[config.mk]
export PLATFORM = sky130hd
export DESIGN_NAME = pipe_gen
export DESIGN_NICKNAME = d
export VERILOG_FILES = /design/src/rtl/pipe_gen.sv
export SDC_FILE = /design/constraint.sdc
export NUM_CORES = 1
export LEC_CHECK = 0
export BUFFER_PORTS_ARGS = -buffer_cell sky130_fd_sc_hd__buf_4
export CAP_MARGIN = 20
export CORE_MARGIN = 2
export CORE_UTILIZATION = 55
export DETAILED_ROUTE_END_ITERATION = 10
export PLACE_DENSITY = 0.73
export SLEW_MARGIN = 20
export SYNTH_ARGS = -nofsm -noshare
export SYNTH_HDL_FRONTEND = slang
export SYNTH_SLANG_ARGS = --single-unit
[constraint.sdc]
create_clock -name clk -period 4.8 [get_ports clk]
set_input_delay 0.24 -clock clk [delete_from_list [all_inputs] [get_ports clk]]
set_output_delay 0.24 -clock clk [all_outputs]
set_load 0.005 [all_outputs]
[src/rtl/pipe_gen.sv]
// pipe_gen: producer end of the pipe-field shift chain.
// Emits the 16-bit column that enters the rightmost column of the scrolling
// field. It alternates SPACING empty columns with PIPE_W wall columns. Each
// pipe carries a gap whose position is drawn from a 16-bit Galois LFSR.
//
// Ports:
//   clk          in   system clock
//   reset        in   asynchronous, active-high reset
//   start        in   level; leaves IDLE when high (sampled only in IDLE)
//   shift_tick   in   one-cycle pulse; the field shifts and captures new_pipe
//   gameover     in   level; freezes all advancement while high
//   new_pipe     out  registered column for the next shift (1 = wall)
//   pipe_spawned out  one-cycle pulse when new_pipe becomes a pipe's first column
//   pipe_count   out  pipes spawned since reset, saturating at 255
//   busy         out  high in every state except IDLE
module pipe_gen #(
   parameter int          GAP_H   = 4,
   parameter int          PIPE_W  = 2,
   parameter int          SPACING = 5,
   parameter logic [15:0] SEED    = 16'hACE1
) (
   input  logic        clk,
   input  logic        reset,
   input  logic        start,
   input  logic        shift_tick,
   input  logic        gameover,
   output logic [15:0] new_pipe,
   output logic        pipe_spawned,
   output logic [7:0]  pipe_count,
   output logic        busy
);

   typedef enum logic [1:0] {
      IDLE  = 2'd0,
      SPACE = 2'd1,
      PIPE  = 2'd2
   } state_t;

   // The modulus keeps gap_top + GAP_H - 1 <= 14, so row 15 stays a wall.
   // The +1 offset keeps row 0 a wall.
   localparam logic [3:0]  GAP_MOD  = 4'(15 - GAP_H);
   localparam logic [15:0] GAP_MASK = 16'((32'd1 << GAP_H) - 32'd1);
   localparam logic [3:0]  SP_LAST  = 4'(SPACING - 1);
   localparam logic [3:0]  PW_LAST  = 4'(PIPE_W - 1);

   state_t      state_q, state_d;
   logic [3:0]  col_cnt_q, col_cnt_d;
   logic [15:0] lfsr_q, lfsr_d;
   logic [3:0]  gap_top_q, gap_top_d;
   logic [15:0] new_pipe_q, new_pipe_d;
   logic        spawn_q, spawn_d;
   logic [7:0]  count_q, count_d;

   logic        acc;
   logic [15:0] lfsr_step;
   logic [3:0]  gap_new;

   function automatic logic [15:0] wall_col(input logic [3:0] top);
      return ~(GAP_MASK << top);
   endfunction

   assign acc       = shift_tick & ~gameover & (state_q != IDLE);
   assign lfsr_step = {1'b0, lfsr_q[15:1]} ^ (lfsr_q[0] ? 16'hB400 : 16'h0000);
   // The gap uses the pre-advance LFSR value on the edge that enters PIPE.
   assign gap_new   = 4'd1 + (lfsr_q[3:0] % GAP_MOD);

   always_comb begin
      state_d    = state_q;
      col_cnt_d  = col_cnt_q;
      lfsr_d     = lfsr_q;
      gap_top_d  = gap_top_q;
      new_pipe_d = new_pipe_q;
      spawn_d    = 1'b0;
      count_d    = count_q;

      if (acc) lfsr_d = lfsr_step;

      case (state_q)
         IDLE: begin
            new_pipe_d = 16'h0000;
            // gameover only masks ticks, so start still takes effect here.
            if (start) begin
               state_d   = SPACE;
               col_cnt_d = 4'd0;
            end
         end
         SPACE: begin
            if (acc) begin
               if (col_cnt_q == SP_LAST) begin
                  state_d    = PIPE;
                  gap_top_d  = gap_new;
                  new_pipe_d = wall_col(gap_new);
                  col_cnt_d  = 4'd0;
                  spawn_d    = 1'b1;
                  if (count_q != 8'hFF) count_d = count_q + 8'd1;
               end else begin
                  col_cnt_d = col_cnt_q + 4'd1;
               end
            end
         end
         PIPE: begin
            if (acc) begin
               if (col_cnt_q == PW_LAST) begin
                  state_d    = SPACE;
                  new_pipe_d = 16'h0000;
                  col_cnt_d  = 4'd0;
               end else begin
                  col_cnt_d  = col_cnt_q + 4'd1;
                  new_pipe_d = wall_col(gap_top_q);
               end
            end
         end
         default: begin
            state_d    = IDLE;
            new_pipe_d = 16'h0000;
         end
      endcase
   end

   always_ff @(posedge clk or posedge reset) begin
      if (reset) begin
         state_q    <= IDLE;
         col_cnt_q  <= 4'd0;
         lfsr_q     <= SEED;
         gap_top_q  <= 4'd1;
         new_pipe_q <= 16'h0000;
         spawn_q    <= 1'b0;
         count_q    <= 8'd0;
      end else begin
         state_q    <= state_d;
         col_cnt_q  <= col_cnt_d;
         lfsr_q     <= lfsr_d;
         gap_top_q  <= gap_top_d;
         new_pipe_q <= new_pipe_d;
         spawn_q    <= spawn_d;
         count_q    <= count_d;
      end
   end

   assign new_pipe     = new_pipe_q;
   assign pipe_spawned = spawn_q;
   assign pipe_count   = count_q;
   assign busy         = (state_q != IDLE);

endmodule

==> results.json, run 1 <==
{
  "ys.flop_type": "dfrtp_1",
  "synth_top_area_cell": "dfrtp_1",
  "hold_buffers": 0,
  "p_per_area_nw_per_um2": 536.8,
  "peakVddDrop_mv": 0.2418,
  "status": "finished, final reports clean",
  "via_per_inst": 5.393,
  "synth_edf_count": 0,
  "clk_pin_slew_worst_paths_ns": 0.08,
  "clockBufferDepth": 2,
  "grt-ovfl-total": 0,
  "max_clock_freq_ghz": 0.3302,
  "htree_num_levels": 2,
  "max_slew_margin": 0.4368,
  "grt_usage": 0.2003,
  "antenna_found_initial": 0,
  "timing.final.crit_share": 0.6309,
  "yosysTopAreaCellShare": 0.3694,
  "gp_routability_congestion": 0.8868,
  "p_total_uw": 1711,
  "worstPathRequired_ns": 4.96,
  "tightest_slew_ns": 0.8438,
  "crit_family": "adder cells",
  "die-height_um": 75.93,
  "path_class": "flop to flop",
  "ys_types": 49,
  "yosys_warnings": 0,
  "rows": 26,
  "area_growth_pct": 12.05,
  "drc": 0,
  "first_pass_iters": 4,
  "drt_iter0_drc": 150,
  "synth_top_cells_by_area": "dfrtp_1 (37%), nand2_1 (9.9%), dfstp_2 (8.3%)",
  "fin_crit_ns": 3.028,
  "grt_max_degree": 52,
  "die_x_um": 75.93,
  "synthCells": 318,
  "cp_slowest_stage_delay_ns": 0.69,
  "min_path_type": "input pin to asynchronous set/reset pin",
  "ant_nets": 0,
  "yosysMostFrequentCell": "nand2_1",
  "cts_tree": "built",
  "netlist_area_um2": 2845,
  "rsz0062_at_grt": "false",
  "post_cts_resized": 0,
  "layout-drive-gt1-share": 0.1813,
  "drv_cap": 0,
  "insertion_delay_ns": 0.30,
  "route.vias.total": 2222,
  "fin_nets": 360,
  "setup_viol_count_final": 0,
  "grt_pass1_vias": 2030,
  "slew_viol_final": 0,
  "tns_ns": 0,
  "endpoint_kind": "flop",
  "hold_viol": 0,
  "final_core_util": 0.6323,
  "ioPinCount": 31,
  "seq_area_frac_synth": 0.4525,
  "finClkSkew_ns": 0.003077,
  "cts_root_buf": "clkbuf_8",
  "critPathBufInv": 1,
  "syn_nets": 337,
  "cpMostUsedCell": "ha_1",
  "place_area_um2": 3105,
  "synth_common_cells": "nand2_1 (75), dfrtp_1 (42), o21ai_0 (26)",
  "final_cell_area_um2": 3188,
  "ys_seq_elements": 51,
  "start_util": 0.5643,
  "grt_pass1_wl_um": 9411,
  "clock_sinks": 51,
  "dp_slack_ns": 1.779,
  "cp_max_fo": 14,
  "core_area_um2": 5042,
  "ys_async_sr_fraction": 1.000,
  "wire_per_inst_um": 13.27,
  "cts_setup_buffers": 0,
  "dp_hpwl_um": 4019,
  "drt-total-wl_um": 5468,
  "crit_slowest_cell": "dfstp_2",
  "arrival_ns": 3.19,
  "setup_ws_ns": 1.772,
  "io_buffer_count": 30,
  "p_leak_uw": 0.001512,
  "cp-start-kind": "flop",
  "die_area_um2": 5765,
  "synth.avg_cell_area_um2": 8.947,
  "insertedDiodeCount": 0,
  "numCtsBuffers": 5,
  "crit_chain": "ha_1 -> o21ai_1 -> xnor2_1 -> ha_1 -> inv_1 -> ha_1 -> or4_1 -> a31oi_1 -> o21ai_0"
}
kinds of logic after synthesis:
group                    after synthesis  share of synthesized area
XOR/XNOR                              14                    0.04310
flip-flops                            51                     0.4525
buffers and inverters                 32                    0.04353
AO/OA/AOI/OAI                         80                     0.1799
multiplexers                           9                    0.03386
adder cells (fa/ha/maj)               14                    0.06157
AND/OR/NAND/NOR                      118                     0.1856
power by group:
| group | internal [uW] | switching [uW] | leakage (uW) | total, uW |
|---|---|---|---|---|
| Combinational | 337 | 460 | 0.000805 | 798 |
| Clock | 103 | 131 | 0.0000422 | 234 |
| Sequential | 576 | 104 | 0.000666 | 680 |
final timing paths:
kind	startpoint	end	slack [ns]	cells after the start
max in group asynchronous	reset	new_pipe[8]	4.22	2
min in group clk	gameover	lfsr_q[5]	0.28	4
max reg2reg	lfsr_q[0]	new_pipe[9]	1.77	9
min	reset	new_pipe[6]	0.09	2
max	lfsr_q[0]	new_pipe[9]	1.77	9
min reg2reg	lfsr_q[5]	lfsr_q[5]	0.46	2
area by class of cell:
| type | count | area (um2) |
|---|---|---|
| Inverter | 17 | 65.06 |
| Multi-Input combinational cell | 235 | 1434 |
| Fill cell | 467 | 1854 |
| Tap cell | 70 | 87.58 |
| Clock buffer | 7 | 76.32 |
| Timing Repair Buffer | 31 | 232.7 |
| Sequential cell | 51 | 1287 |
| Clock inverter | 1 | 5.005 |
sequential cells by signal (all words and copies together), names as in the netlist:
signal / cells
state_q: 2
pipe_count: 8
new_pipe: 16
lfsr_q: 16
pipe_spawned: 1
gap_top_q: 4
col_cnt_q: 4
metal layers:
| metal | vias to the layer above | track usage | part of all wire |
|---|---|---|---|
| met5 | - | 0 | 0 |
| met4 | 0 | 0.05455 | 0.012 |
| met3 | 6 | 0.03690 | 0.032 |
| met2 | 33 | 0.3205 | 0.47 |
| met1 | 1049 | 0.2824 | 0.49 |
| li1 | 1134 | - | - |
cell usage in the layout (no fill, tap or decap), types with 3 or more instances in the layout:
cell | netlist | final
mux2i_1 | 4 | 4
a21oi_1 | 17 | 17
o31ai_1 | 4 | 4
nand3_1 | 6 | 6
inv_1 | 17 | 16
xnor2_1 | 13 | 13
dfstp_2 | 9 | 9
a31oi_1 | 6 | 6
nand2_1 | 75 | 75
ha_1 | 14 | 14
nor2_1 | 17 | 17
nand2b_1 | 3 | 3
o21ai_0 | 26 | 26
a21o_1 | 5 | 5
mux2_2 | 5 | 5
dfrtp_1 | 42 | 42
o221ai_1 | 4 | 4
buf_4 | 0 | 31
clkbuf_8 | 0 | 5
stage by stage:
stage	hold WS [ns]	cells
after floorplan	0.4133	318
after global placement	0.4410	404
after detailed placement	0.4523	404
after CTS	0.2345	412
after global routing	0.1553	412
final	0.08858	412
Note: power is estimated with default switching activity, not from simulation.
==> run 2: changes to the inputs <==
ABC_AREA = 1   (was unset)
PLACE_DENSITY = 0.74   (was 0.73)
clock period = 3 ns   (was 4.8 ns; I/O delays follow)
==> results.json, run 2 <==
{
  "clock_sinks": 51,
  "max_slew_margin": 0.4390,
  "final_core_util": 0.6421,
  "final_common_cell": "nand2_1",
  "gp_routability_congestion": 0.8866,
  "grt_usage": 0.2101,
  "grt_pass1_vias": 2061,
  "ys_async_sr_fraction": 1.000,
  "route.vias.total": 2291,
  "hold_buffers": 0,
  "crit_slowest_cell": "dfstp_2",
  "layout-drive-gt1-share": 0.1667,
  "drc": 0,
  "die_area_um2": 5705,
  "setup_viol_count_final": 0,
  "area_growth_pct": 14.32,
  "place_area_um2": 3094,
  "cts_setup_buffers": 0,
  "ys.flop_type": "dfrtp_1",
  "synth_top_area_cell": "dfrtp_1",
  "fin_nets": 408,
  "timing.final.crit_share": 0.8675,
  "drv_cap": 0,
  "dp_hpwl_um": 3871,
  "violations": "hold timing",
  "grt-ovfl-total": 0,
  "grt_max_degree": 52,
  "cts_root_buf": "clkbuf_8",
  "antenna_found_initial": 0,
  "dp_cells": 452,
  "drt_iter0_drc": 147,
  "yosysTopAreaCellShare": 0.3735,
  "insertion_delay_ns": 0.31,
  "grt_pass1_wl_um": 9218,
  "peakVddDrop_mv": 0.4107,
  "final_cell_area_um2": 3217,
  "core_area_um2": 5010,
  "synth.avg_cell_area_um2": 7.795,
  "timing.hold.ws_ns": -0.01876,
  "synth_edf_count": 0,
  "clk_pin_slew_worst_paths_ns": 0.09,
  "cell_internal_pwr_uw": 1650,
  "max_clock_freq_ghz": 0.3842,
  "first_pass_iters": 4,
  "p_switching_uw": 1181,
  "rows": 26,
  "tightest_slew_ns": 0.8405,
  "synth_common_cells": "nand2_1 (152), dfrtp_1 (42), inv_1 (28), o21ai_0 (26), nand3_1 (18)",
  "hold_viol": 36,
  "numCtsBuffers": 5,
  "slew_viol_final": 0,
  "pwr-share-clk": 0.180,
  "swShare": 0.4172,
  "cpMostUsedCell": "nand2_1",
  "finClkSkew_ns": 0.008305,
  "fin_crit_ns": 2.603,
  "clockBufferDepth": 2,
  "arrival_ns": 2.81,
  "cts_tree": "built",
  "r2r_cells": 15,
  "insertedDiodeCount": 0,
  "dp_slack_ns": 0.4623,
  "p_leak_uw": 0.001709,
  "rsz0062_at_grt": "false",
  "power_frac_comb": 0.442,
  "start_util": 0.5617,
  "endpoint_kind": "flop",
  "seq_area_frac_synth": 0.4575,
  "worstPathRequired_ns": 3.21,
  "pwr-share-seq": 0.378,
  "p_per_area_nw_per_um2": 880.1,
  "die_x_um": 75.53,
  "drt-total-wl_um": 5508,
  "post_cts_resized": 0,
  "min_path_type": "input pin to asynchronous set/reset pin",
  "htree_num_levels": 2,
  "fin_cells": 460,
  "syn_nets": 380,
  "status": "finished with violations",
  "synthCells": 361,
  "die-height_um": 75.53,
  "io_buffer_count": 30,
  "ys_seq_elements": 51,
  "cp_slowest_stage_delay_ns": 0.61,
  "netlist_area_um2": 2814,
  "synth_top_cells_by_area": "dfrtp_1 (37%), nand2_1 (20%), dfstp_2 (8.4%)",
  "setup_ws_ns": 0.3975,
  "ioPinCount": 31,
  "most-common-layout-cells": "nand2_1 (152), dfrtp_1 (42), buf_4 (33), inv_1 (27), o21ai_0 (26)",
  "cp-start-kind": "flop",
  "wire_per_inst_um": 11.97,
  "ant_nets": 0,
  "ys_types": 30,
  "cp_max_fo": 9,
  "crit_chain": "ha_1 -> inv_1 -> nand2_1 -> nand3_1 -> nand2_1 -> ha_1 -> inv_1 -> ha_1 -> inv_1 -> nor2_1 -> nand2_1 -> nand3_1 -> nand2_1 -> nand2_1 -> nand2_1",
  "path_class": "flop to flop",
  "yosys_warnings": 0,
  "tns_ns": 0,
  "yosysMostFrequentCell": "nand2_1",
  "via_per_inst": 4.980
}
## run 2: cell type report
class | instances | area [um2]
Fill cell | 467 | 1793
Multi-Input combinational cell | 268 | 1359
Sequential cell | 51 | 1287
Timing Repair Buffer | 33 | 247.7
Inverter | 30 | 113.9
Tap cell | 70 | 87.58
Clock buffer | 6 | 82.58
Clock inverter | 2 | 38.79
## run 2: per-layer routing
layer  wire length, um  GRT usage
met1              2712     0.2927
met2              2547     0.3343
met3               179    0.03836
met4                69    0.06628
met5                 0          0
## run 2: power groups by stage
stage                     sequential, uW  combinational, uW  clock, uW
after detailed placement            1080               1250          0
after global placement              1080               1230          0
final                               1070               1250        510
after floorplan                     1050                926          0
after global routing                1100               1460        547
after CTS                           1070               1260        525
## run 2: cells by family after synthesis
| kind of cell | after synthesis | share of synthesized area |
|---|---|---|
| AND/OR/NAND/NOR | 198 | 0.2948 |
| multiplexers | 2 | 0.008003 |
| flip-flops | 51 | 0.4575 |
| AO/OA/AOI/OAI | 42 | 0.08048 |
| buffers and inverters | 42 | 0.05957 |
| adder cells (fa/ha/maj) | 14 | 0.06225 |
| XOR/XNOR | 12 | 0.03735 |
## run 2: path summary, 6_finish.rpt
kind | start | end | slack [ns]
max | lfsr_q[0] | new_pipe[8] | 0.40
min | reset | lfsr_q[1] | -0.02
max reg2reg | lfsr_q[0] | new_pipe[8] | 0.40
min reg2reg | lfsr_q[7] | lfsr_q[6] | 0.47
max in group asynchronous | reset | state_q[1] | 2.51
min in group clk | start | col_cnt_q[0] | 0.37
## run 2: worst max-delay path, delay by kind of cell, from the launching register on
kind	cells	cell delay (ns)
AND/OR/NAND/NOR	9	0.82
adder cells (fa/ha/maj)	3	0.78
flip-flops	1	0.61
buffers and inverters	3	0.28
## run 2: metrics by stage
stage | hold WS [ns] | power (uW)
after floorplan | 0.4186 | 1974
after global placement | 0.4561 | 2305
after detailed placement | 0.4554 | 2330
after CTS | 0.1360 | 2855
after global routing | 0.07451 | 3112
final | -0.01876 | 2831
==> run 3: changes to the inputs <==
CELL_PAD_IN_SITES_DETAIL_PLACEMENT = 1   (was unset)
CELL_PAD_IN_SITES_GLOBAL_PLACEMENT = 2   (was unset)
CORE_UTILIZATION = 34   (was 55)
MAX_ROUTING_LAYER = met4   (was unset)
PLACE_DENSITY = 0.82   (was 0.74)
==> results.json, run 3 (synthesis results as in run 2) <==
{
  "grt_busiest_layer": "met2",
  "grt_usage": 0.1759,
  "grt-ovfl-total": 0,
  "timing.final.crit_share": 0.8624,
  "core_area_um2": 8134,
  "drc": 0,
  "numCtsBuffers": 5,
  "p_total_uw": 2904,
  "start_util": 0.3459,
  "timing.hold.ws_ns": -0.03321,
  "place_area_um2": 3146,
  "ioPinCount": 31,
  "clock_sinks": 51,
  "cp_slowest_stage_delay_ns": 0.62,
  "gp_routability_congestion": 0.8069,
  "min_path_type": "input pin to asynchronous set/reset pin",
  "dp_hpwl_um": 4923,
  "clk_pin_slew_worst_paths_ns": 0.10,
  "status": "finished with violations",
  "cell_internal_pwr_uw": 1655,
  "power_frac_comb": 0.446,
  "drt-total-wl_um": 6757,
  "hold_viol": 19,
  "pwr-share-seq": 0.372,
  "grt_pass1_wl_um": 12110,
  "htree_num_levels": 2,
  "tightest_slew_ns": 0.8704,
  "final_common_cell": "nand2_1",
  "route.vias.total": 2385,
  "die_area_um2": 9020,
  "io_buffer_count": 30,
  "die_x_um": 94.98,
  "fin_nets": 409,
  "rsz0062_at_grt": "false",
  "grtUsageMet3": 0.02793,
  "path_class": "flop to flop",
  "violations": "hold timing",
  "rows": 33,
  "wire_per_inst_um": 13.62,
  "met2_usage": 0.2807,
  "setup_viol_count_final": 0,
  "arrival_ns": 2.80,
  "cp-start-kind": "flop",
  "cpMostUsedCell": "nand2_1",
  "finClkSkew_ns": 0.01213,
  "p_switching_uw": 1249,
  "ant_nets": 0,
  "crit_family": "simple AND/OR/NAND/NOR gates",
  "via_per_inst": 4.808,
  "first_pass_iters": 4,
  "insertedDiodeCount": 0,
  "critPathBufInv": 3,
  "grt_util_met1": 0.2330,
  "drv_cap": 0,
  "insertion_delay_ns": 0.31,
  "max_slew_margin": 0.4197,
  "clockBufferDepth": 2,
  "slew_viol_final": 0,
  "p_leak_uw": 0.001713,
  "worstPathRequired_ns": 3.22,
  "layout-drive-gt1-share": 0.1714,
  "tns_ns": 0,
  "area_growth_pct": 16.23,
  "p_per_area_nw_per_um2": 887.8,
  "drt_iter0_drc": 86,
  "fin_crit_ns": 2.587,
  "crit_chain": "ha_1 -> inv_1 -> nand2_1 -> nand3_1 -> nand2_1 -> ha_1 -> inv_1 -> ha_2 -> inv_1 -> nor2_1 -> nand2_1 -> nand3_1 -> nand2_1 -> nand2_1 -> nand2_1",
  "die-height_um": 94.98,
  "max_clock_freq_ghz": 0.3865,
  "antenna_found_initial": 0,
  "cp_max_fo": 9,
  "peakVddDrop_mv": 0.5434,
  "crit_slowest_cell": "dfstp_2",
  "cts_root_buf": "clkbuf_8",
  "final_cell_area_um2": 3271,
  "grt_max_degree": 50,
  "pwr-share-clk": 0.181,
  "endpoint_kind": "flop",
  "fillers": 1000,
  "grt_pass1_vias": 2484,
  "most-common-layout-cells": "nand2_1 (152), dfrtp_1 (42), buf_4 (34), inv_1 (27), o21ai_0 (26)",
  "cts_tree": "built",
  "swShare": 0.4300
}
## run 3: timing repair
action                                 in CTS  in global routing
buffers inserted                            0                  0
hold buffers                                0                  0
endpoints found under the hold margin       0                  0
setup endpoints to repair                   0                  2
resized for setup                           0                  1
## run 3: worst paths after layout
path                                 from           end  slack, ns  depth (start not counted)
max in group asynchronous           reset     lfsr_q[5]       2.35                          3
min in group clk                    start  col_cnt_q[0]       0.36                          4
worst min-delay path                reset  col_cnt_q[1]      -0.03                          2
worst max-delay path            lfsr_q[0]   new_pipe[8]       0.41                         15
worst max register to register  lfsr_q[0]   new_pipe[8]       0.41                         15
worst min register to register  lfsr_q[7]     lfsr_q[6]       0.48                          2
## run 3: power groups by stage
stage | registers (uW) | clock network [uW] | logic, uW
detailed placement | 1090 | 0 | 1320
global placement | 1080 | 0 | 1290
finish | 1080 | 527 | 1300
CTS | 1080 | 543 | 1320
global route | 1110 | 571 | 1530
floorplan | 1050 | 0 | 926
## run 3: routing by layer
layer	wire length, um	vias to the layer above
met5	0	-
met4	96	0
met3	162	10
met2	3226	29
met1	3272	1152
li1	-	1194
## run 3: area by class of cell
cell class / count / area (um2) / share of cell area
Timing Repair Buffer: 34 / 255.2 / 0.07804
Tap cell: 105 / 131.4 / 0.04017
Multi-Input combinational cell: 268 / 1361 / 0.4162
Clock inverter: 2 / 38.79 / 0.01186
Clock buffer: 6 / 82.58 / 0.02525
Inverter: 30 / 113.9 / 0.03481
Sequential cell: 51 / 1287 / 0.3936
## run 3: stage by stage
stage,std cells,setup WS [ns],utilization
after floorplan,361,0.6933,-
after global routing,496,0.06792,0.4021
after detailed placement,488,0.3722,0.3867
final,496,0.4127,0.4021
after global placement,488,0.4943,0.3867
after CTS,496,0.3328,0.4016
